<file path="config.mk">
export PLATFORM = sky130hd
export DESIGN_NAME = sync_debounce_edge_flat
export DESIGN_NICKNAME = d
export VERILOG_FILES = /design/src/rtl/sync_debounce_edge_if.sv /design/src/rtl/sync_debounce_edge.sv /design/src/flat_wrapper.sv
export SDC_FILE = /design/constraint.sdc
export NUM_CORES = 1
export LEC_CHECK = 0
export ABC_AREA = 1
export ABC_CLOCK_PERIOD_IN_PS = 1800
export BUFFER_PORTS_ARGS = -buffer_cell sky130_fd_sc_hd__buf_2
export CORE_AREA = 2 2 39 41
export CTS_BUF_LIST = sky130_fd_sc_hd__clkbuf_4 sky130_fd_sc_hd__clkbuf_8
export DETAILED_ROUTE_END_ITERATION = 12
export DIE_AREA = 0 0 41 43
export GPL_ROUTABILITY_DRIVEN = 1
export SETUP_SLACK_MARGIN = 0.2
export SLEW_MARGIN = 20
export SYNTH_ARGS = -nofsm -noshare
export SYNTH_HDL_FRONTEND = slang
export SYNTH_SLANG_ARGS = --single-unit
export TNS_END_PERCENT = 100
</file>
<file path="constraint.sdc">
create_clock -name clk -period 1.8 [get_ports clk]
set_input_delay 0 -clock clk [delete_from_list [all_inputs] [get_ports clk]]
set_output_delay 0 -clock clk [all_outputs]
set_load 0.1 [all_outputs]
</file>
<file path="src/rtl/sync_debounce_edge_if.sv">
// sync_debounce_edge_if: synchronized level in, debounced level and edge strobes out.
// Carries glitch_count only when SYNC_DEBOUNCE_GLITCH_CNT_EN is defined.
interface sync_debounce_edge_if;
  logic sync_in;
  logic debounced_out;
  logic rise_pulse;
  logic fall_pulse;
`ifdef SYNC_DEBOUNCE_GLITCH_CNT_EN
  logic [7:0] glitch_count;
  modport master (output sync_in, input debounced_out, rise_pulse, fall_pulse, glitch_count);
  modport slave (input sync_in, output debounced_out, rise_pulse, fall_pulse, glitch_count);
`else
  modport master (output sync_in, input debounced_out, rise_pulse, fall_pulse);
  modport slave (input sync_in, output debounced_out, rise_pulse, fall_pulse);
`endif
endinterface

</file>
<file path="src/rtl/sync_debounce_edge.sv">
// sync_debounce_edge: accepts a level only after STABLE_CYCLES identical samples, with one-cycle edge strobes.
// Define SYNC_DEBOUNCE_GLITCH_CNT_EN to add a saturating count of rejected transitions.
module sync_debounce_edge #(
  parameter int STABLE_CYCLES = 4,
  parameter int CNT_WIDTH = 4
) (
  input logic clk,
  input logic n_rst,
  sync_debounce_edge_if.slave bus
);
  typedef enum logic [1:0] {STABLE_LOW, CHK_HIGH, STABLE_HIGH, CHK_LOW} state_t;
  localparam logic [CNT_WIDTH-1:0] LAST = CNT_WIDTH'(STABLE_CYCLES - 1);
  state_t state_q, state_d;
  logic [CNT_WIDTH-1:0] cnt_q, cnt_d;
  logic deb_q, deb_d, rise_q, rise_d, fall_q, fall_d, glitch;
  always_ff @(posedge clk or negedge n_rst) begin
    if (!n_rst) begin
      state_q <= STABLE_LOW;
      cnt_q <= '0;
      deb_q <= 1'b0;
      rise_q <= 1'b0;
      fall_q <= 1'b0;
    end else begin
      state_q <= state_d;
      cnt_q <= cnt_d;
      deb_q <= deb_d;
      rise_q <= rise_d;
      fall_q <= fall_d;
    end
  end
  always_comb begin
    state_d = state_q;
    cnt_d = cnt_q;
    deb_d = deb_q;
    rise_d = 1'b0;
    fall_d = 1'b0;
    glitch = 1'b0;
    case (state_q)
      STABLE_LOW: if (bus.sync_in) begin
        state_d = CHK_HIGH;
        cnt_d = CNT_WIDTH'(1);
      end
      CHK_HIGH: if (!bus.sync_in) begin
        state_d = STABLE_LOW;
        cnt_d = '0;
        glitch = 1'b1;
      end else if (cnt_q == LAST) begin
        state_d = STABLE_HIGH;
        cnt_d = '0;
        deb_d = 1'b1;
        rise_d = 1'b1;
      end else cnt_d = cnt_q + CNT_WIDTH'(1);
      STABLE_HIGH: if (!bus.sync_in) begin
        state_d = CHK_LOW;
        cnt_d = CNT_WIDTH'(1);
      end
      CHK_LOW: if (bus.sync_in) begin
        state_d = STABLE_HIGH;
        cnt_d = '0;
        glitch = 1'b1;
      end else if (cnt_q == LAST) begin
        state_d = STABLE_LOW;
        cnt_d = '0;
        deb_d = 1'b0;
        fall_d = 1'b1;
      end else cnt_d = cnt_q + CNT_WIDTH'(1);
    endcase
  end
  assign bus.debounced_out = deb_q;
  assign bus.rise_pulse = rise_q;
  assign bus.fall_pulse = fall_q;
`ifdef SYNC_DEBOUNCE_GLITCH_CNT_EN
  logic [7:0] glitch_q;
  always_ff @(posedge clk or negedge n_rst) begin
    if (!n_rst) glitch_q <= '0;
    else if (glitch && glitch_q != 8'hff) glitch_q <= glitch_q + 8'd1;
  end
  assign bus.glitch_count = glitch_q;
`else
  logic unused_glitch;
  assign unused_glitch = glitch;
`endif
endmodule

</file>
<file path="src/flat_wrapper.sv">
// flat-port wrapper written by rule: the top's interface ports become plain ports
module sync_debounce_edge_flat 
#(
  parameter int STABLE_CYCLES = 4,
  parameter int CNT_WIDTH = 4
)
  (clk, n_rst, bus_sync_in, bus_debounced_out, bus_rise_pulse, bus_fall_pulse);
  sync_debounce_edge_if bus_i ();
  input logic clk;
  input logic n_rst;
  input wire logic [$bits(bus_i.sync_in)-1:0] bus_sync_in;
  output wire logic [$bits(bus_i.debounced_out)-1:0] bus_debounced_out;
  output wire logic [$bits(bus_i.rise_pulse)-1:0] bus_rise_pulse;
  output wire logic [$bits(bus_i.fall_pulse)-1:0] bus_fall_pulse;
  assign bus_i.sync_in = bus_sync_in;
  assign bus_debounced_out = bus_i.debounced_out;
  assign bus_rise_pulse = bus_i.rise_pulse;
  assign bus_fall_pulse = bus_i.fall_pulse;
  sync_debounce_edge #(.STABLE_CYCLES(STABLE_CYCLES), .CNT_WIDTH(CNT_WIDTH)) u_core (.clk(clk), .n_rst(n_rst), .bus(bus_i));
endmodule
</file>
* After elaboration in Yosys (flattened, before gate mapping)
Cells that the tools add are included.
** Word-level totals
- Bits in registers :: 9
** Cells by class
- Reductions and logical operators :: 5
- Equality and inequality tests :: 12
- Muxes and demuxes :: 23
- Add/sub/neg operators :: 1
** Operators with widths (number)
- $mux 4 :: 5
- $pmux 4 s4 :: 1
- $mux 2 :: 6
- $mux 1 :: 9
- $ne 2x2->1 const B :: 4
- $pmux 2 s4 :: 1
- $ne 3x2->1 const B :: 2
- $reduce_and 5->1 :: 1
- $add 4x1->4 const B :: 1
- $eq 2x2->1 const B :: 2
- $eq 4x2->1 const B :: 1
- $ne 2x1->1 const B :: 2
- $reduce_and 4->1 :: 1
- $eq 2x1->1 const B :: 1
- $logic_not 2->1 :: 1
- $pmux 1 s2 :: 1
- $reduce_and 2->1 :: 1
- $reduce_bool 2->1 :: 1

* Longest topological paths before layout
Gate-level depths: netlist of run 1.
- Depth in word-level cells :: 4
- Mapped depth :: 7
- Gate-level depth less buffers :: 7

* Worst setup path before layout of run 1
Ideal clock, no wire load.
- Kind :: register to register
- Start point :: register u_core.bus.debounced_out (netlist name)
- End point :: register u_core.deb_q, in the netlist u_core.bus.debounced_out
- Required time :: 1.733 ns
- Buffers on the path :: 0
- Data arrival time :: 1.079 ns
- Setup time :: 0.067 ns
- Stages on the path, launching flop included :: 3
- Slack :: 0.654 ns
- Cell sequence :: dfrtp_1 nand2_1 nand2_1
** RTL lines
- to (signal assigned) :: RTL line sync_debounce_edge.sv:20 : deb_q <= 1'b0;
- to (signal assigned) :: RTL line sync_debounce_edge.sv:26 : deb_q <= deb_d;
- to (decl) :: RTL line sync_debounce_edge.sv:15 : logic deb_q, deb_d, rise_q, rise_d, fall_q, fall_d, glitch;

==> results of run 1 <==
## report_power, final
part	internal, uW	switching, uW	leakage (uW)
Clock	100	65.4	0.0000184
Combinational	96.5	239	0.000144
Sequential	265	75.6	0.000116
## worst paths after layout
check | end | startpoint | cells past startpoint | slack, ps
setup reg to reg | register | u_core.cnt_q[0] | 7 | 690
hold / removal | u_core.bus.rise_pulse | bus_sync_in | 3 | 40
hold reg to reg | u_core.bus.debounced_out | u_core.bus.debounced_out | 2 | 470
max in group asynchronous | asynchronous set/reset pin | n_rst | 2 | 1490
setup / recovery | register | u_core.cnt_q[0] | 7 | 690
min in group asynchronous | u_core.cnt_q[2] | n_rst | 2 | 130
## metal layers
layer,GRT usage,part of all wire
met5,0,0
met4,0.0600,0
met2,0.131,0.47
met1,0.140,0.50
met3,0.0471,0.028
## synthesized netlist by cell type (all sizes together)
master / count / area share
buf: 1 / 0.017
ha: 1 / 0.029
nand4: 2 / 0.029
inv: 7 / 0.060
xnor2: 1 / 0.020
dfrtp: 9 / 0.51
nor2: 4 / 0.057
a21oi: 1 / 0.011
nand3: 5 / 0.069
o21ai: 2 / 0.040
nand2: 16 / 0.15
## cell families after synthesis
| family | synth area share |
|---|---|
| DFF | 0.514 |
| AOI/OAI and AO/OA | 0.0514 |
| and+or+nand+nor | 0.309 |
| xor gates and xnor gates | 0.0200 |
| buffers and inverters | 0.0772 |
| adders and majority gates | 0.0286 |
## tightest hold or removal path, stage by stage
cell     delay [ps]
buf_2           110
nand4_1         100
inv_1            40
## layout make-up
cell class,count,area (um^2)
Clock buffer,4,30.0
Multi-Input combinational cell,32,179
Fill cell,144,868
Tap cell,16,20.0
Inverter,7,26.3
Sequential cell,9,225
Timing Repair Buffer,6,35.0
## timing repair
item	4_1_cts	5_1_grt
endpoints found under the setup margin	0	0
hold buffers	1	0
gates resized for setup	0	0
hold endpoints to repair	9	0
## metrics by stage
| stage | utilization | setup WS [ps] |
|---|---|---|
| 3_3_place_gp | 0.344 | 701 |
| 3_5_place_dp | 0.344 | 692 |
| 5_1_grt | 0.373 | 606 |
| 4_1_cts | 0.373 | 682 |
| 6_report | 0.373 | 689 |
| 2_1_floorplan | - | 654 |
==> metrics.md, run 1 <==
| Metric | Value |
|---|---|
| Max-slew headroom | 0.680 |
| Via count | roughly 330 |
| Pwr Total | approximately 840 uW |
| Required time of the critical path | slightly below 2000 ps |
| Vias in the first global route | a little over 300 |
| DIE AREA | roughly 1800 um^2 |
| P_leak | between 0.0002 and 0.0003 uW |
| Root buf cell | clkbuf_4 |
| Core Box Area | between 1000 and 1500 um^2 |
| CTS H-tree lvls | 1 |
| Worst-path fanout max | 5 |
| HPWL after DPL | roughly 520 um |
| Crit-path cells | ha_1, nand2_2, inv_2, nand2_2, nand2_1, nand2_1, inv_1 |
| Yosys warning total | 0 |
| Die Wd | 41 um |
| CTS tree | yes |
| Fmax | about 0.9 GHz |
| Status | finished clean |
| CP arrival | between 1000 and 1500 ps |
| ANT cells | 0 |
| Max_cap viols | 0 |
| Hold_ws | between 30 and 40 ps |
| Tmin final | approximately 1100 ps |
| Final WL | 672 um |
| WP buf/inv | 2 |
| Worst Hold Class | in2reg |
| PwrDens | 1630 nW/um^2 |
| Post-route clock skew | about 0.57 ps |
| Clock buffer count from CTS | 3 |
| Final net count | 63 |
| Largest net degree at the start of global routing | 10 |
| Final Max Tran Viols | 0 |
| Hold Vio Cnt, Final | 0 |
| DRC violations left | 0 |
| Avg Synthesized Cell Area | just under 9 um^2 |
| Drt first pass iters | 2 |
| Worst setup SP type | register |
| Peak VDD IR | slightly below 0.9 mV |
| Placed insts | just under 70 |
| DR iter-0 viols | 1 |
| Worst-path clk slew | roughly 60 ps |
| Post-Synthesis Cells | ~50 |
| DRT antenna net count | 0 |
| Most frequent cells in the layout | 13 x nand2_1, 9 x dfrtp_1, 5 x inv_1, 5 x buf_2 |
| #FFs+latches synth | 9 |
| Worst-Margin Slew | just under 500 ps |
| Post-synthesis sequential area ratio | 0.514 |
| Fin area | ~520 um^2 |
| Post-synthesis cell type count | 16 |
| # Post-CTS Setup Buffers | 0 |
| Post-Place Cell Area | 475 um^2 |
| Die Height | between 40 and 50 um |
| Vias per cell | 4.41 |
| Clock buffer depth | 2 |
| RSZ-0062 raised after global routing | false |
| Endpoint class of the critical path | register |
| CTS Sinks | 9 |
| Port Buffers | 5 |
| Non-Filler Instances | 74 |
| Routed length per instance | just over 9 um |
| Initial Util | 0.316 |
| Final setup vio count | 0 |
| Clock insertion delay at the later pin of the skew report | between 200 and 300 ps |
| Tcrit/Tclk final | 0.617 |
| Cell Rows | 14 |
| Initial antenna violation count | 0 |
| Mapped Nets | 53 |
| Slowest stage cell on the critical path | dfrtp_1 |
| GPL Wtd Cong | around 0.7 |
| Post-Syn Area | 438 um^2 |
| Setup TNS | 0 ps |
| Cell family with most CP delay | flip-flops |
| Fraction of layout cells with a size suffix above 1 | 0.328 |
| Crit Path Class | reg2reg |
| Global route overflow | 0 |
| CP peak stage delay | about 410 ps |
| # IOs | 6 |
| Commonest non-fill, non-tap cell in the layout | nand2_1 |
| Global-route wire length before repair | 1190 um |
| Area grow syn2layout | 17.7% |
| Total global-route track usage | 0.103 |
Power figures use the tool's default switching activity.
==> run 2, diff against run 1 <==
--- a/config.mk
+++ b/config.mk
@@ -6,7 +6,7 @@
 export NUM_CORES = 1
 export LEC_CHECK = 0
 export ABC_AREA = 1
-export ABC_CLOCK_PERIOD_IN_PS = 1800
+export ABC_CLOCK_PERIOD_IN_PS = 1000
 export BUFFER_PORTS_ARGS = -buffer_cell sky130_fd_sc_hd__buf_2
 export CORE_AREA = 2 2 39 41
 export CTS_BUF_LIST = sky130_fd_sc_hd__clkbuf_4 sky130_fd_sc_hd__clkbuf_8
==> constraint.sdc (replaced) <==
create_clock -name clk -period 1 [get_ports clk]
set_input_delay 0 -clock clk [delete_from_list [all_inputs] [get_ports clk]]
set_output_delay 0 -clock clk [all_outputs]
set_load 0.1 [all_outputs]
==> run 2 against run 1 <==
The flow now finishes with violations (setup timing). Combinational power grew to 2.8 times the previous value. Global-route usage grew 3.4 points. Critical path depth did not move. Worst setup slack worse by 700 ps. Critical path type unchanged. Highest routed layer is now met4.
==> metrics.md, run 2 (synthesis results as in run 1) <==
| Metric | Value |
|---|---|
| Clock buffer depth | 2 (unchanged) |
| Peak VDD IR | 1.09 mV (+22%) |
| CP peak stage delay | 410 ps (about the same) |
| Critical Path Source | u_core.cnt_q[0] |
| Status | finished, violations left |
| Drt first pass iters | 4 (+2) |
| Crit-path cells | ha_4, nand2_4, inv_4, nand2_2, nand2_1, nand2_1, inv_1 |
| Fin area | 657 um^2 (+27%) |
| GPL Wtd Cong | 0.765 (+11%) |
| Final net count | 69 (+9.5%) |
| DRC violations left | 0 (unchanged) |
| Failing checks | setup timing |
| PwrDens | 2880 nW/um^2 (+76%) |
| Final setup vio count | 1 (+1) |
| # IOs | 6 (unchanged) |
| GR Layer Usage met1 | 0.164 (+0.0245) |
| Die Wd | 41 um (unchanged) |
| Worst Hold Class | in2reg |
| Global-route wire length before repair | 1590 um (+34%) |
| M2 GR Usage | 0.194 (+0.0625) |
| DR iter-0 viols | 4 (+3) |
| Final WL | 832 um (+24%) |
| Worst-path fanout max | 4 (-1) |
| Largest net degree at the start of global routing | 10 (unchanged) |
| Final WS setup | -13.1 ps (-702 ps) |
| GR peak layer | met2 |
| Final Max Tran Viols | 0 (unchanged) |
| Die Height | 43 um (unchanged) |
| Most frequent cells in the layout | 11 x nand2_1, 6 x dfrtp_1, 6 x buf_4 |
| Final Util | 0.475 (+0.102) |
| Worst setup SP type | register |
| ANT cells | 0 (unchanged) |
| DIE AREA | 1760 um^2 (unchanged) |
| Core Box Area | 1380 um^2 (unchanged) |
| Reg-to-reg startpoint | u_core.cnt_q[0] |
| Commonest non-fill, non-tap cell in the layout | nand2_1 |
| Fmax | 0.987 GHz (+9.6%) |
| WP buf/inv | 2 (unchanged) |
| Max_cap viols | 0 (unchanged) |
| Vias per cell | 4.61 (+4.7%) |
| Pwr Total | 1890 uW (+120%) |
| CP arrival | 1170 ps (-90 ps) |
| P_leak | 0.000319 uW (+14%) |
| Tcrit/Tclk final | 1.01 (+0.396) |
| Post-route clock skew | 7.68 ps (+7.11 ps) |
| HPWL after DPL | 574 um (+10%) |
| Required time of the critical path | 1150 ps (-800 ps) |
| Initial Util | 0.316 (unchanged) |
| Hold_sp | bus_sync_in |
| Endpoint class of the critical path | register |
| RSZ-0062 raised after global routing | true |
| Fraction of layout cells with a size suffix above 1 | 0.531 (+0.204) |
| Area grow syn2layout | 50.0% |
| Clock buffer count from CTS | 3 (unchanged) |
| Port Buffers | 5 (unchanged) |
| Crit Path Class | reg2reg |
| GR Util met3 | 0.0471 (unchanged) |
| Post-Place Cell Area | 584 um^2 (+23%) |
| Global route overflow | 0 (unchanged) |
| Vias in the first global route | 384 (+25%) |
| Root buf cell | clkbuf_4 |
| Worst-path clk slew | 60 ps (about the same) |
| Initial antenna violation count | 0 (unchanged) |
| Cell family with most CP delay | flip-flops |
| Clock insertion delay at the later pin of the skew report | 260 ps (about the same) |
| Cell Rows | 14 (unchanged) |
| Total global-route track usage | 0.138 (+0.0342) |
| Via count | 369 (+13%) |
| Max-slew headroom | 0.755 (+0.0753) |
| Slowest stage cell on the critical path | dfrtp_1 |
| Hold Vio Cnt, Final | 0 (unchanged) |
| Tmin final | 1010 ps (-97.5 ps) |
| Routed length per instance | 10.4 um (+15%) |
| Most common cell on crit path | nand2_1 |
| DRT antenna net count | 0 (unchanged) |
| Worst-Margin Slew | 368 ps (-116 ps) |
| CTS Sinks | 9 (unchanged) |
| CTS H-tree lvls | 1 (unchanged) |
| CTS tree | yes |
| Reg2Reg Setup Slack | -10 ps (-700 ps) |
## run 2: cell count changes in the layout (fill, tap and decap cells not counted), moves of 2 or more
cell / previous run / this run
buf_4: 0 / 6
buf_12: 0 / 3
buf_2: 5 / 2
dfrtp_1: 9 / 6
dfrtp_2: 0 / 3
nand2_1: 13 / 11
nand2_4: 0 / 2
nand3_1: 4 / 2
nand3_2: 1 / 3
## run 2: final timing paths
check / endpoint / depth (start not counted)
min in group asynchronous: u_core.cnt_q[3] / 2
worst min-delay path: u_core.bus.rise_pulse / 3
worst max-delay path: register / 7
worst min register to register: u_core.bus.debounced_out / 2
max in group asynchronous: u_core.bus.fall_pulse / 2
worst max register to register: register / 7
## run 2: metal layers
layer | vias up | part of all wire | wire (um)
met5 | - | 0 | 0
met4 | 0 | 0.018 | 15
met3 | 2 | 0.026 | 22
met2 | 6 | 0.54 | 448
met1 | 179 | 0.41 | 345
li1 | 182 | - | -
## run 2: what timing repair did
action                                 CTS  global route
hold buffers                             1             0
buffers inserted                         1             0
endpoints found under the hold margin    9             0
setup endpoints to repair               12            12
resized for setup                        6             1
pin swaps                                7             3
## run 2: final cells by class
cell class,count,area [um^2]
fillers,137,727
well taps,16,20.0
flip-flops and latches,9,229
repair buffers,12,125
multi-input cells,32,224
inverters,7,28.8
clock buffers,4,30.0
## run 2: through the flow
step                TNS [ps]  std cells  setup WS (ps)  hold WS [ps]
global placement      -0.636         74         -0.636          -139
detailed placement     -14.7         74          -14.7          -133
finish                 -13.1         80          -13.1          35.0
global route            -179         80          -63.8          54.4
CTS                    -5.55         80          -5.55          17.0
floorplan                  0         49           10.6          -296
## run 2: power by group
part,internal (uW),leakage [uW],total (uW),switching (uW)
sequential,483,0.000112,636,154
combinational,406,0.000189,946,541
clock,181,0.0000184,309,129
## run 2: worst register-to-register path, stage by stage, from the launching register on
cell	delay, ps
dfrtp_1	410
ha_4	190
nand2_4	70
inv_4	50
nand2_2	50
nand2_1	50
nand2_1	50
inv_1	30
==> run 3, diff against run 2 <==
--- a/config.mk
+++ b/config.mk
@@ -5,7 +5,6 @@
 export SDC_FILE = /design/constraint.sdc
 export NUM_CORES = 1
 export LEC_CHECK = 0
-export ABC_AREA = 1
 export ABC_CLOCK_PERIOD_IN_PS = 1000
 export BUFFER_PORTS_ARGS = -buffer_cell sky130_fd_sc_hd__buf_2
 export CORE_AREA = 2 2 39 41
==> run 3 against run 2 <==
The flow still finishes with violations (setup timing). Routed wire length grew 1.2%. Hold slack improved by 15 ps. Worst setup slack got worse by 94 ps. Via count is 3.3% lower. Synthesized cell count shrank 20%. Combinational power shrank 7.2%. Power fell by 11%. Largest power group unchanged. Sequential power is 17% lower. Critical path type unchanged. Maximum frequency down 8.5%.
==> metrics.md, run 3 <==
| Metric | Value |
|---|---|
| Status | finished, violations left |
| Failing checks | setup timing |
| Root buf cell | clkbuf_4 |
| Total global-route track usage | 0.132 (-0.00553) |
| Port Buffers | 5 (unchanged) |
| Final WS setup | -108 ps (-94.4 ps) |
| Global-route wire length before repair | 1470 um (-7.8%) |
| Seq pwr share | 0.315 (-0.021) |
| Yosys warning total | 0 (unchanged) |
| Worst-Margin Slew | 214 ps (-154 ps) |
| Post-Syn Area | 428 um^2 (-2.3%) |
| Final Max Tran Viols | 0 (unchanged) |
| Non-Filler Instances | 74 (-7.5%) |
| Peak VDD IR | 0.907 mV (-17%) |
| P_leak | 0.000292 uW (-8.6%) |
| HPWL after DPL | 598 um (+4.2%) |
| Largest net degree at the start of global routing | 10 (unchanged) |
| Reg-to-reg startpoint | u_core.cnt_q[0] |
| Initial antenna violation count | 0 (unchanged) |
| Worst-path fanout max | 4 (unchanged) |
| Pint | 1020 uW (-4.9%) |
| #FFs+latches synth | 9 (unchanged) |
| Post-route clock skew | 7.97 ps (+0.293 ps) |
| Fmax | 0.903 GHz (-8.5%) |
| Biggest area consumer among synthesized cells | dfrtp_1 |
| ANT cells | 0 (unchanged) |
| Vias per cell | 4.82 (+4.6%) |
| Avg Synthesized Cell Area | 11.0 um^2 (+23%) |
| Endpoint class of the critical path | register |
| DRC violations left | 0 (unchanged) |
| Hold_ws | 49.6 ps (+14.7 ps) |
| CTS tree | yes |
| Worst setup SP type | register |
| Number of flops mapped to enable cells by yosys | 0 (unchanged) |
| Reg2Reg Setup Slack | -110 ps (-90 ps) |
| Post-synthesis cell type count | 21 (+5) |
| Hold Vio Cnt, Final | 0 (unchanged) |
| Core Box Area | 1380 um^2 (unchanged) |
| CTS Sinks | 9 (unchanged) |
| Part of the power in the clock network | 0.163 (about the same) |
| Cell Rows | 14 (unchanged) |
| Setup TNS | -401 ps (-388 ps) |
| RSZ-0062 raised after global routing | true |
| Switching pwr | 665 uW (-19%) |
| Most frequent cells in the layout | 8 x buf_4, 5 x dfrtp_1, 4 x dfrtp_2 |
| Fraction of layout cells with a size suffix above 1 | 0.534 (+0.00323) |
| Reg2reg end | u_core.bus.debounced_out |
| Fraction of registers with async set/reset | 1.00 (unchanged) |
| Reg2reg path depth | 4 (-3) |
| Drt first pass iters | 4 (unchanged) |
| Required time of the critical path | 1140 ps (about the same) |
| Placed insts | 66 (-11%) |
| Hold Crit Endpoint | u_core.bus.rise_pulse |
| Die Height | 43 um (unchanged) |
| Clock buffer count from CTS | 3 (unchanged) |
| # IOs | 6 (unchanged) |
| Post-Synthesis Cells | 39 (-20%) |
| Clock insertion delay at the later pin of the skew report | 260 ps (about the same) |
| Final setup vio count | 6 (+5) |
| Die Wd | 41 um (unchanged) |
| CP arrival | 1250 ps (+80 ps) |
| Vias in the first global route | 349 (-9.1%) |
| Final Util | 0.497 (+0.0226) |
| Mapped Nets | 43 (-19%) |
| Top FF cell, synth | dfrtp_1 |
| DR iter-0 viols | 7 (+3) |
| Max-slew headroom | 0.856 (+0.102) |
| Yosys top cell area share | 0.526 (+0.0120) |
| Worst Hold Class | in2reg |
| Hold_sp | bus_sync_in |
| Tmin final | 1110 ps (+94.4 ps) |
| Area grow syn2layout | 60.8% |
| Via count | 357 (-3.3%) |
| Max_cap viols | 0 (unchanged) |
| Final WL | 842 um (+1.2%) |
| PwrDens | 2440 nW/um^2 (-15%) |
| Commonest non-fill, non-tap cell in the layout | buf_4 |
| Clock buffer depth | 2 (unchanged) |
| CTS H-tree lvls | 1 (unchanged) |
| Routed length per instance | 11.4 um (+9.4%) |
| Crit Path Class | reg2reg |
| DRT antenna net count | 0 (unchanged) |
| Hold Path Cell Cnt | 3 (unchanged) |
| Post-synthesis sequential area ratio | 0.526 (+0.0120) |
| Worst-path clk slew | 60 ps (about the same) |
| Final net count | 63 (-8.7%) |
| GPL Wtd Cong | 0.707 (-7.6%) |
| Switching share of total power | 0.395 (-0.0395) |
| Tcrit/Tclk final | 1.11 (+0.0944) |
| Largest cells by area after synthesis | dfrtp_1 53%, nand4b_1 6.1%, xor2_2 3.8%, a21oi_1 3.5%, and4bb_2 2.9% |
| Global route overflow | 0 (unchanged) |
| Synth top cells by count | 9 x dfrtp_1, 3 x a21oi_1, 3 x nand2_1, 3 x nand4b_1, 3 x nor2_1 |
| Most common cell in the netlist | dfrtp_1 |
| Comb power frac | 0.522 (+0.022) |
| DIE AREA | 1760 um^2 (unchanged) |
| Initial Util | 0.309 (-0.00723) |
run 3: cell types whose count changed in the layout (fill, tap and decap cells not counted), sizes merged, moves of 2 or more:
cell and delta:
inv -5, nand2 -13, nand4b +3, nand3 -3, a21oi +2, buf +3
run 3: cell families after synthesis:
group | synth area share
and+or+nand+nor | 0.272
DFF | 0.526
adders and majority gates | 0.0292
xor gates and xnor gates | 0.0585
AOI/OAI and AO/OA | 0.0848
buffers and inverters | 0.0292
run 3: metrics by stage:
step	cell area, um^2	worst slack, ps	power [uW]
global route	688	-152	1810
finish	688	-108	1680
floorplan	435	-75.1	895
CTS	657	-116	1560
detailed placement	573	-109	1170
global placement	573	-91.7	1160
run 3: cell type report:
cell class                 count  area [um^2]
inverter                       2         7.51
sequential                     9          230
timing repair buffer          16          161
tap                           16         20.0
clock buffer                   3         22.5
clock inverter                 1         5.00
fill                         125          696
multi-input combinational     27          241
run 3: routing by layer:
layer / global-route usage / share of wire
met4: 0.120 / 0.017
met5: 0 / 0
met2: 0.159 / 0.54
met3: 0.0471 / 0.033
met1: 0.173 / 0.41
run 3: timing repair:
action | 4_1_cts | 5_1_grt
gates resized for setup | 4 | 7
pin swaps | 2 | 2
setup buffers | 2 | 0
hold buffers | 2 | 0
setup endpoints to repair | 12 | 12
hold endpoints to repair | 10 | 0
run 3: power by group through the flow:
| stage | registers [uW] | logic, uW | clock network (uW) |
|---|---|---|---|
| 6_report | 530 | 878 | 274 |
| 5_1_grt | 543 | 960 | 310 |
| 4_1_cts | 531 | 736 | 290 |
| 3_5_place_dp | 542 | 631 | 0 |
| 3_3_place_gp | 538 | 623 | 0 |
| 2_1_floorplan | 624 | 271 | 0 |
run 3: how the worst max path moves through the flow:
stage	endpoint	slack, ps	cells after the start	start
global route	u_core.bus.debounced_out	-150	4	u_core.cnt_q[0]
finish	u_core.bus.debounced_out	-110	4	u_core.cnt_q[0]
CTS	u_core.bus.debounced_out	-120	4	u_core.cnt_q[0]
global placement	u_core.bus.debounced_out	-90	4	u_core.cnt_q[1]
detailed placement	u_core.bus.debounced_out	-110	4	u_core.cnt_q[1]
floorplan	u_core.bus.debounced_out	-80	4	u_core.cnt_q[0]
run 3: critical path, stage by stage, from the launching register on:
cell and delay, ps:
dfrtp_1 390, ha_2 200, and4bb_2 250, a21oi_2 110, a21oi_1 40
